--- src/rtl/commit_controller_if.sv ---
`timescale 1ns/1ps
// commit_controller_if
//   Bundles everything the commit controller exchanges with the ROB head,
//   the register file commit port, the LSB, and the fetch/flush fabric.
//   master : the commit controller (drives pop, RF write-back, flush, halt)
//   slave  : the surrounding pipeline (drives head fields, rdy, st_ack)
interface commit_controller_if #(
  parameter int ROB_WIDTH = 4
);
  logic                 rdy_in;
  logic                 rob_head_valid;
  logic                 rob_head_done;
  logic [1:0]           rob_head_type;
  logic [4:0]           rob_head_rd;
  logic [31:0]          rob_head_val;
  logic [ROB_WIDTH-1:0] rob_head_index;
  logic                 rob_head_mispred;
  logic [31:0]          rob_head_target;
  logic                 rob_pop;
  logic                 rf_ready;
  logic [4:0]           rf_reg_id;
  logic [31:0]          rf_reg_val;
  logic [ROB_WIDTH-1:0] rf_rob_index;
  logic                 st_req;
  logic                 st_ack;
  logic                 clr_out;
  logic                 pc_redirect;
  logic [31:0]          pc_target;
  logic                 halt_out;
  logic [31:0]          commit_count;

  modport master (
    input  rdy_in, rob_head_valid, rob_head_done, rob_head_type, rob_head_rd,
           rob_head_val, rob_head_index, rob_head_mispred, rob_head_target, st_ack,
    output rob_pop, rf_ready, rf_reg_id, rf_reg_val, rf_rob_index, st_req,
           clr_out, pc_redirect, pc_target, halt_out, commit_count
  );

  modport slave (
    output rdy_in, rob_head_valid, rob_head_done, rob_head_type, rob_head_rd,
           rob_head_val, rob_head_index, rob_head_mispred, rob_head_target, st_ack,
    input  rob_pop, rf_ready, rf_reg_id, rf_reg_val, rf_rob_index, st_req,
           clr_out, pc_redirect, pc_target, halt_out, commit_count
  );
endinterface

--- src/rtl/commit_controller.sv ---
`timescale 1ns/1ps
// commit_controller
//   In-order retirement sequencer between the ROB head and the RF commit port.
//   Pops at most one head per cycle; the RF write-back appears the cycle after
//   the pop. Handles store-retire handshakes, mispredict flushes and halt.
// Ports
//   clk_in : system clock
//   rst_in : asynchronous reset, active-high
//   bus    : commit_controller_if.master (head fields, pop, RF write-back,
//            store handshake, flush/redirect, halt, retire counter)
//
// state     | meaning
// ----------+-----------------------------------------------------------
// S_RUN     | normal retirement from the ROB head
// S_ST_WAIT | store at head, st_req high, waiting for LSB st_ack
// S_FLUSH   | mispredict drain, no retirement until counter reaches 0
// S_HALT    | halt retired, absorbing until reset
module commit_controller #(
  parameter int ROB_WIDTH    = 4,
  parameter int FLUSH_CYCLES = 2
) (
  input logic           clk_in,
  input logic           rst_in,
  commit_controller_if.master bus
);

  localparam int CW = (FLUSH_CYCLES > 1) ? $clog2(FLUSH_CYCLES) : 1;

  localparam logic [1:0] T_ALU    = 2'd0;
  localparam logic [1:0] T_BRANCH = 2'd1;
  localparam logic [1:0] T_STORE  = 2'd2;
  localparam logic [1:0] T_HALT   = 2'd3;

  typedef enum logic [1:0] {S_RUN, S_ST_WAIT, S_FLUSH, S_HALT} state_t;

  state_t               state_q;
  logic [CW-1:0]        flush_cnt_q;
  logic                 rf_ready_q;
  logic [4:0]           rf_reg_id_q;
  logic [31:0]          rf_reg_val_q;
  logic [ROB_WIDTH-1:0] rf_rob_index_q;
  logic                 st_req_q;
  logic                 clr_q;
  logic                 redirect_q;
  logic [31:0]          pc_target_q;
  logic                 halt_q;
  logic [31:0]          commit_count_q;

  logic head_ok;
  logic pop_d;

  assign head_ok = bus.rdy_in & bus.rob_head_valid & bus.rob_head_done;

  // Pop is gated by rst_in so that every output reads 0 while reset is held.
  always_comb begin
    pop_d = 1'b0;
    if (!rst_in && head_ok) begin
      case (state_q)
        S_RUN:     pop_d = (bus.rob_head_type != T_STORE);
        S_ST_WAIT: pop_d = bus.st_ack;
        default:   pop_d = 1'b0;
      endcase
    end
  end

  always_ff @(posedge clk_in or posedge rst_in) begin
    if (rst_in) begin
      state_q        <= S_RUN;
      flush_cnt_q    <= '0;
      rf_ready_q     <= 1'b0;
      rf_reg_id_q    <= '0;
      rf_reg_val_q   <= '0;
      rf_rob_index_q <= '0;
      st_req_q       <= 1'b0;
      clr_q          <= 1'b0;
      redirect_q     <= 1'b0;
      pc_target_q    <= '0;
      halt_q         <= 1'b0;
      commit_count_q <= '0;
    end else if (bus.rdy_in) begin
      rf_ready_q <= 1'b0;
      clr_q      <= 1'b0;
      redirect_q <= 1'b0;

      if (pop_d) begin
        commit_count_q <= commit_count_q + 32'd1;
        // Halt pops do not write the RF; everything else writes when rd != 0.
        if (bus.rob_head_type != T_HALT) begin
          rf_ready_q     <= (bus.rob_head_rd != 5'd0);
          rf_reg_id_q    <= bus.rob_head_rd;
          rf_reg_val_q   <= bus.rob_head_val;
          rf_rob_index_q <= bus.rob_head_index;
        end
      end

      case (state_q)
        S_RUN: begin
          if (bus.rob_head_valid && bus.rob_head_done) begin
            case (bus.rob_head_type)
              T_BRANCH: begin
                if (bus.rob_head_mispred) begin
                  clr_q       <= 1'b1;
                  redirect_q  <= 1'b1;
                  pc_target_q <= bus.rob_head_target;
                  flush_cnt_q <= CW'(FLUSH_CYCLES - 1);
                  state_q     <= S_FLUSH;
                end
              end
              T_STORE: begin
                st_req_q <= 1'b1;
                state_q  <= S_ST_WAIT;
              end
              T_HALT: begin
                halt_q  <= 1'b1;
                state_q <= S_HALT;
              end
              default: ;
            endcase
          end
        end
        S_ST_WAIT: begin
          if (pop_d) begin
            st_req_q <= 1'b0;
            state_q  <= S_RUN;
          end
        end
        S_FLUSH: begin
          // The clr cycle counts as the first no-retire cycle.
          if (flush_cnt_q == '0) state_q <= S_RUN;
          else                   flush_cnt_q <= flush_cnt_q - CW'(1);
        end
        default: ;
      endcase
    end
  end

  assign bus.rob_pop      = pop_d;
  assign bus.rf_ready     = rf_ready_q;
  assign bus.rf_reg_id    = rf_reg_id_q;
  assign bus.rf_reg_val   = rf_reg_val_q;
  assign bus.rf_rob_index = rf_rob_index_q;
  assign bus.st_req       = st_req_q;
  assign bus.clr_out      = clr_q;
  assign bus.pc_redirect  = redirect_q;
  assign bus.pc_target    = pc_target_q;
  assign bus.halt_out     = halt_q;
  assign bus.commit_count = commit_count_q;

endmodule
--- src/flat_wrapper.sv ---
// flat-port wrapper written by rule: the top's interface ports become plain ports
module commit_controller_flat 
#(
  parameter int ROB_WIDTH    = 4,
  parameter int FLUSH_CYCLES = 2
)
  (clk_in, rst_in, bus_rdy_in, bus_rob_head_valid, bus_rob_head_done, bus_rob_head_type, bus_rob_head_rd, bus_rob_head_val, bus_rob_head_index, bus_rob_head_mispred, bus_rob_head_target, bus_st_ack, bus_rob_pop, bus_rf_ready, bus_rf_reg_id, bus_rf_reg_val, bus_rf_rob_index, bus_st_req, bus_clr_out, bus_pc_redirect, bus_pc_target, bus_halt_out, bus_commit_count);
  commit_controller_if #(.ROB_WIDTH(ROB_WIDTH)) bus_i ();
  input logic clk_in;
  input logic rst_in;
  input wire logic [$bits(bus_i.rdy_in)-1:0] bus_rdy_in;
  input wire logic [$bits(bus_i.rob_head_valid)-1:0] bus_rob_head_valid;
  input wire logic [$bits(bus_i.rob_head_done)-1:0] bus_rob_head_done;
  input wire logic [$bits(bus_i.rob_head_type)-1:0] bus_rob_head_type;
  input wire logic [$bits(bus_i.rob_head_rd)-1:0] bus_rob_head_rd;
  input wire logic [$bits(bus_i.rob_head_val)-1:0] bus_rob_head_val;
  input wire logic [$bits(bus_i.rob_head_index)-1:0] bus_rob_head_index;
  input wire logic [$bits(bus_i.rob_head_mispred)-1:0] bus_rob_head_mispred;
  input wire logic [$bits(bus_i.rob_head_target)-1:0] bus_rob_head_target;
  input wire logic [$bits(bus_i.st_ack)-1:0] bus_st_ack;
  output wire logic [$bits(bus_i.rob_pop)-1:0] bus_rob_pop;
  output wire logic [$bits(bus_i.rf_ready)-1:0] bus_rf_ready;
  output wire logic [$bits(bus_i.rf_reg_id)-1:0] bus_rf_reg_id;
  output wire logic [$bits(bus_i.rf_reg_val)-1:0] bus_rf_reg_val;
  output wire logic [$bits(bus_i.rf_rob_index)-1:0] bus_rf_rob_index;
  output wire logic [$bits(bus_i.st_req)-1:0] bus_st_req;
  output wire logic [$bits(bus_i.clr_out)-1:0] bus_clr_out;
  output wire logic [$bits(bus_i.pc_redirect)-1:0] bus_pc_redirect;
  output wire logic [$bits(bus_i.pc_target)-1:0] bus_pc_target;
  output wire logic [$bits(bus_i.halt_out)-1:0] bus_halt_out;
  output wire logic [$bits(bus_i.commit_count)-1:0] bus_commit_count;
  assign bus_i.rdy_in = bus_rdy_in;
  assign bus_i.rob_head_valid = bus_rob_head_valid;
  assign bus_i.rob_head_done = bus_rob_head_done;
  assign bus_i.rob_head_type = bus_rob_head_type;
  assign bus_i.rob_head_rd = bus_rob_head_rd;
  assign bus_i.rob_head_val = bus_rob_head_val;
  assign bus_i.rob_head_index = bus_rob_head_index;
  assign bus_i.rob_head_mispred = bus_rob_head_mispred;
  assign bus_i.rob_head_target = bus_rob_head_target;
  assign bus_i.st_ack = bus_st_ack;
  assign bus_rob_pop = bus_i.rob_pop;
  assign bus_rf_ready = bus_i.rf_ready;
  assign bus_rf_reg_id = bus_i.rf_reg_id;
  assign bus_rf_reg_val = bus_i.rf_reg_val;
  assign bus_rf_rob_index = bus_i.rf_rob_index;
  assign bus_st_req = bus_i.st_req;
  assign bus_clr_out = bus_i.clr_out;
  assign bus_pc_redirect = bus_i.pc_redirect;
  assign bus_pc_target = bus_i.pc_target;
  assign bus_halt_out = bus_i.halt_out;
  assign bus_commit_count = bus_i.commit_count;
  commit_controller #(.ROB_WIDTH(ROB_WIDTH), .FLUSH_CYCLES(FLUSH_CYCLES)) u_core (.clk_in(clk_in), .rst_in(rst_in), .bus(bus_i));
endmodule
--- config.mk ---
export PLATFORM = sky130hd
export DESIGN_NAME = commit_controller_flat
export DESIGN_NICKNAME = d
export VERILOG_FILES = /design/src/rtl/commit_controller_if.sv /design/src/rtl/commit_controller.sv /design/src/flat_wrapper.sv
export SDC_FILE = /design/constraint.sdc
export NUM_CORES = 1
export LEC_CHECK = 0
export ABC_AREA = 0
export BUFFER_PORTS_ARGS = -buffer_cell sky130_fd_sc_hd__buf_2
export CORE_UTILIZATION = 50
export CTS_BUF_LIST = sky130_fd_sc_hd__clkbuf_4 sky130_fd_sc_hd__clkbuf_8
export CTS_CLUSTER_DIAMETER = 60
export CTS_CLUSTER_SIZE = 40
export DETAILED_ROUTE_END_ITERATION = 12
export PLACE_DENSITY_LB_ADDON = 0.3
export SYNTH_ARGS = -nofsm -noshare
export SYNTH_HDL_FRONTEND = slang
export SYNTH_SLANG_ARGS = --single-unit
--- constraint.sdc ---
create_clock -name clk_in -period 3.8 [get_ports clk_in]
set_clock_uncertainty 0.1 [all_clocks]
set_input_delay 0.19 -clock clk_in [delete_from_list [all_inputs] [get_ports clk_in]]
set_output_delay 0.19 -clock clk_in [all_outputs]
set_load 0.03 [all_outputs]
======== After elaboration in Yosys (flattened, before gate mapping) ========
Cells that the tools add are included.
W data, S select, Z words.
operators by class
  $add $sub $neg .......................... 2
  eq/ne operators ......................... 15
  muxes and demuxes ....................... 23
  bitwise gates (word level) .............. 2
  reduce and logical (&&, ||, !) cells .... 15
operators with widths
  operator                 number
  $add A32 B1 Y32 const B  1
  $reduce_and A5 Y1        3
  $mux W1                  14
  $ne A2 B2 Y1 const B     6
  $pmux W2 S3              2
  $mux W2                  4
  $reduce_and A7 Y1        1
  $eq A2 B2 Y1 const B     3
  $pmux W1 S2              3
  $reduce_bool A5 Y1       1
  $eq A2 B1 Y1 const B     2
  $ne A2 B1 Y1 const B     2
  $ne A4 B3 Y1 const B     1
  $reduce_and A4 Y1        1
  $reduce_bool A2 Y1       2
  $ne A3 B3 Y1 const B     1
  $reduce_and A3 Y1        1
  $reduce_bool A3 Y1       1
  $and A1 B1 Y1            2
  $logic_and A1 B1 Y1      2
  $logic_not A2 Y1         1
  $reduce_and A2 Y1        1
  $logic_not A1 Y1         1
  $sub A1 B1 Y1 const B    1
word-level totals
  bits in registers ....................... 112
  input port bits ......................... 82
  output and inout port bits .............. 111
  word-level logic and storage cells ...... 68

======== Depth between registers and ports, before layout ========
  depth after elaboration ................. 6
  depth in mapped cells ................... 8
  depth with buffers taken out ............ 7

======== Worst setup path after synthesis ========
OpenSTA, ideal clock, no wires.
  kind .................................... reg2reg
  start point ............................. reg u_core.state_q[0]
  end point ............................... reg u_core.rf_reg_val_q[10] (netlist: u_core.bus.rf_reg_val[10])
  setup time .............................. 0.125 ns
  arrival time ............................ 2.415 ns
  data required time ...................... 3.575 ns
  path slack .............................. 1.161 ns
  stages on the path, launching flop included .. 8
  path buffers ............................ 1
  period minus slack after synthesis ...... 2.639 ns
  path through ............................ dfrtp_1 inv_1 ha_1 a22oi_1 nor4_2 nand2_2 buf_2 mux2_2
on the way
  longest elaborated chain between the ends .. 4
  elaborated cells between the ends (all ways) .. 5
  those cells by class .................... eq/ne (1); mux (2); reduce/logical (2)
ends and longest elaborated chain
  item                                                     line                      RTL
  start, declared                                          commit_controller.sv:36   state_t state_q;
  start signal, assigned                                   commit_controller.sv:68   state_q <= S_RUN;
  start signal, assigned                                   commit_controller.sv:106  state_q <= S_FLUSH;
  start signal, assigned                                   commit_controller.sv:111  state_q <= S_ST_WAIT;
  $eq A2 B1 Y1 / $logic_not A2 Y1 (equally long branches)  commit_controller.sv:58   case (state_q)
  $pmux W1 S2 (*)                                          commit_controller.sv:58
  $mux W1 (*)                                              commit_controller.sv:57   if (!rst_in && head_ok) begin
  via bus_rob_pop                                          flat_wrapper.sv:21        output wire logic [$bits(bus_i.rob_pop)-1:0] bus_rob_pop;
  $reduce_and A3 Y1 (no source line) (*)                   n/a
  end signal, assigned                                     commit_controller.sv:91   rf_reg_val_q <= bus.rob_head_val;
  end, declared                                            commit_controller.sv:40   logic [31:0] rf_reg_val_q;
The timed path passes the listed nets; every way through them passes the cells marked *.
A chain may end at the register's enable or synchronous reset.

======== Final worst setup path ========
  start point ............................. reg u_core.state_q[0]
  end point ............................... reg u_core.commit_count_q[14] (netlist: u_core.bus.commit_count[14])
on the way
  longest elaborated chain between the ends .. 4
  elaborated cells between the ends (all ways) .. 5
  those cells by class .................... eq/ne (1); mux (2); reduce/logical (2)
ends and longest elaborated chain
  item                                                     line                     RTL
  $eq A2 B1 Y1 / $logic_not A2 Y1 (equally long branches)  commit_controller.sv:58
  $pmux W1 S2 (*)                                          commit_controller.sv:58
  $mux W1 (*)                                              commit_controller.sv:57
  $reduce_and A2 Y1 (no source line) (*)                   n/a
  end signal, assigned                                     commit_controller.sv:86  commit_count_q <= commit_count_q + 32'd1;
  end, declared                                            commit_controller.sv:47  logic [31:0] commit_count_q;
Mark *: on every way between the ends. The rest lies on a longest branch, timed or not.

==> flow_metrics.py <==
metrics = {
    "sta": {
        "fin_ws_ps": 1120,
        "finalMaxSlewViolations": 0,
        "holdWs_ps": 47.8,
        "max_freq_mhz": 374,
        "setup_viol": 0,
        "setup_tns_ps": 0,
        "max_slew.worst_pin.slew_ps": 957,
        "fin_crit_ps": 2680,
        "rsz0062_at_grt": "no",
        "finalHoldViolations": 0,
        "slew_headroom_pct": 36.0,
        "min_period_over_period_pct": 70.4,
    },
    "synthesis": {
        "synth_nets": 423,
        "synthCells": 335,
        "netlist-cell-type-count": 40,
        "avgSynthCellArea_um2": 13.9,
        "ys_warn_count": 0,
        "ys_ff_latch": 112,
        "synth_seq_area_share_pct": 60.3,
        "netlist_area_mm2": 0.00464,
    },
    "global_routing": {
        "overflow": 0,
        "grt_use_total_pct": 25.1,
        "grt_pass1_vias": 3907,
        "grt_max_degree": 48,
        "grt_pass1_wl_um": 19000,
        "antenna_found_initial": 0,
    },
    "die": {
        "initial_core_util_pct": 52.5,
        "ioPinCount": 193,
        "core_area_mm2": 0.00885,
        "chipHeight_um": 98.4,
        "die-width_um": 98.4,
        "dieArea_mm2": 0.00968,
        "rows": 34,
    },
    "clock_tree": {
        "insertion_delay_ps": 370,
        "cts.path.max_buffers": 2,
        "clkSinkCount": 112,
        "post_cts_resized": 0,
        "htree_levels": 3,
        "root_buffer": "clkbuf_8",
        "cts_buffers": 9,
        "cts_tree": "done",
        "clk_pin_slew_ps": 110,
    },
    "final_layout": {
        "layout.nets": 695,
        "layout_common_cells": "192 x buf_2, 112 x dfrtp_1, 75 x mux2_2",
        "syn2layout_area_growth_pct": 43.6,
        "layout-drive-gt1-share_pct": 48.5,
        "antenna-diode-count": 0,
        "n_fill_cell": 574,
        "final_common_cell": "buf_2",
    },
    "pwr": {
        "switching_share_pct": 40.0,
        "seqPwrFrac_pct": 42.4,
        "comb_power_share_pct": 40.0,
        "intPower_mw": 2.40,
        "power_leakage_nw": 3.58,
        "ir_worst_vdd_mv": 0.360,
        "p_per_area_mw_per_mm2": 599,
        "power.share.clock_pct": 17.6,
        "switchingPower_mw": 1.60,
    },
    "routing": {
        "ant_nets": 0,
        "wirelength_um": 11400,
        "dr_total_vias": 3671,
        "drc": 9,
        "first_iter_violations": 110,
        "first_pass_iters": 10,
        "vias_per_cell": 5.10,
        "wl_per_cell_um": 15.8,
    },
    "place": {
        "dp_hpwl_um": 7580,
        "preCtsSetupSlack_ps": 1160,
        "io_buffers": 192,
        "place_congestion": 0.808,
    },
    "worst_setup_path": {
        "critPathMaxFanout": 6,
        "cp-start-kind": "register",
        "rr_startpoint": "u_core.state_q[0]$_DFFE_PP0P_",
        "setup.worst_path.end_class": "register",
        "arrival_ps": 2840,
        "critical_path_class": "reg2reg",
        "crit_path_max_incr_delay_ps": 700,
        "cp_cell_sequence": "inv_1 -> ha_1 -> nor2_1 -> or4b_4 -> nor3b_1 -> nand4_1 -> xnor2_1",
        "critPathSlowestCell": "nor3b_1",
        "crit_start": "u_core.state_q[0]$_DFFE_PP0P_",
        "crit_required_ps": 3960,
    },
    "min_path": {
        "hold_class": "in2reg",
        "hp-start": "bus_rdy_in",
    },
    "flow_run": {
        "max-cap-violations": 0,
    },
    "outcome": {
        "violations": "design-rule violations",
        "status": "complete, but fails checks",
    },
}
==> per-layer routing <==
metal	GRT usage, %	routed length (um)
met5	0	0
met4	9.18	242
met1	30.2	4500
met2	43.8	5900
met3	6.30	766
==> Yosys cell counts, drive strengths merged <==
master   number  area, um2
or3           1       6.26
nor4          6       65.1
inv           8       30.0
xor2         13        114
nand4bb       1       11.3
nand2b        3       18.8
nand2        18       70.1
and3          4       25.0
a21oi         2       10.0
or4b          1       13.8
nand3        13       70.1
nor2          7       26.3
xnor2        18        158
nor3b         1       7.51
o22ai         1       6.26
o2111ai       1       8.76
nand4        10       62.6
mux2         75        845
a31oi         2       12.5
buf           8       48.8
a21boi        2       15.0
nand3b        1       7.51
o2bb2ai       2       17.5
or4           1       7.51
and4          1       8.76
a21o          2       15.0
ha            6       75.1
a22oi         1       7.51
clkbuf        2       7.51
nor3         10       55.1
mux2i         1       10.0
dfrtp       112       2800
nor2b         1       6.26
==> through the flow <==
stage,power [mW],util [%],cells,cell area (um2)
after floorplan,2.75,-,335,4640
after global placement,3.19,64.8,630,5730
after detailed placement,3.25,64.8,630,5730
after CTS,4.01,75.4,720,6670
after global routing,4.19,75.4,720,6670
final,4.00,75.4,720,6670
==> cell families (layout without fill, tap and decap cells) <==
kind of cell               Yosys count  after routing  share of synthesized area (%)
AOI/OAI and AO/OA                   13             13                           1.99
adders and majority gates            6              6                           1.62
buffers and inverters               18            295                           1.86
and+or+nand+nor                     79             79                           9.94
xor gates and xnor gates            31             31                           5.85
DFF                                112            112                           60.3
muxes                               76             76                           18.4
==> final timing paths <==
| path | to | slack (ps) | depth (start not counted) |
|---|---|---|---|
| worst max-delay path | u_core.bus.commit_count[14]$_DFFE_PP0P_ | 1120 | 7 |
| max in group asynchronous | u_core.bus.rf_ready$_DFFE_PP0P_ | 2390 | 4 |
| worst min register to register | u_core.bus.halt_out$_DFFE_PP0P_ | 360 | 1 |
| worst max register to register | u_core.bus.commit_count[14]$_DFFE_PP0P_ | 1120 | 7 |
| min in group asynchronous | u_core.bus.st_req$_DFFE_PP0P_ | 290 | 3 |
| worst min-delay path | u_core.bus.rf_ready$_DFFE_PP0P_ | 50 | 3 |
==> worst max-delay path: cells and delay by family, from the launching register on <==
kind                       cells  cell delay (ps)
buffers and inverters          1              140
xor gates and xnor gates       1              170
adders and majority gates      1              250
and+or+nand+nor                4             1500
DFF                            1              420
==> registers in the layout, summed over array words and instances, names as in the netlist, 2 cells and up <==
signal / flops
u_core.bus.commit_count: 32
u_core.state_q: 2
u_core.bus.rf_reg_id: 5
u_core.bus.rf_reg_val: 32
u_core.bus.pc_target: 32
u_core.bus.rf_rob_index: 4
==> power by group through the flow <==
stage,registers [mW],clock network (mW),logic (mW)
after detailed placement,1.71,0,1.54
after floorplan,2.33,0,0.422
final,1.70,0.702,1.60
after CTS,1.69,0.727,1.60
after global routing,1.74,0.765,1.69
after global placement,1.69,0,1.50
==> repair_timing <==
item / 4_1_cts / 5_1_grt
hold buffers: 74 / 0
endpoints found under the hold margin: 101 / 0
setup buffers: 0 / 0
==> layout make-up <==
cell class,instances,area (um2),share of cell area (%)
clock buffer,12,165,2.48
clock inverter,4,35.0,0.525
inverter,8,32.5,0.488
multi-input combinational,205,1760,26.4
sequential,112,2800,42.0
tap,108,135,2.03
timing repair buffer,271,1740,26.1
No activity file was read; power rests on OpenSTA's default activity.
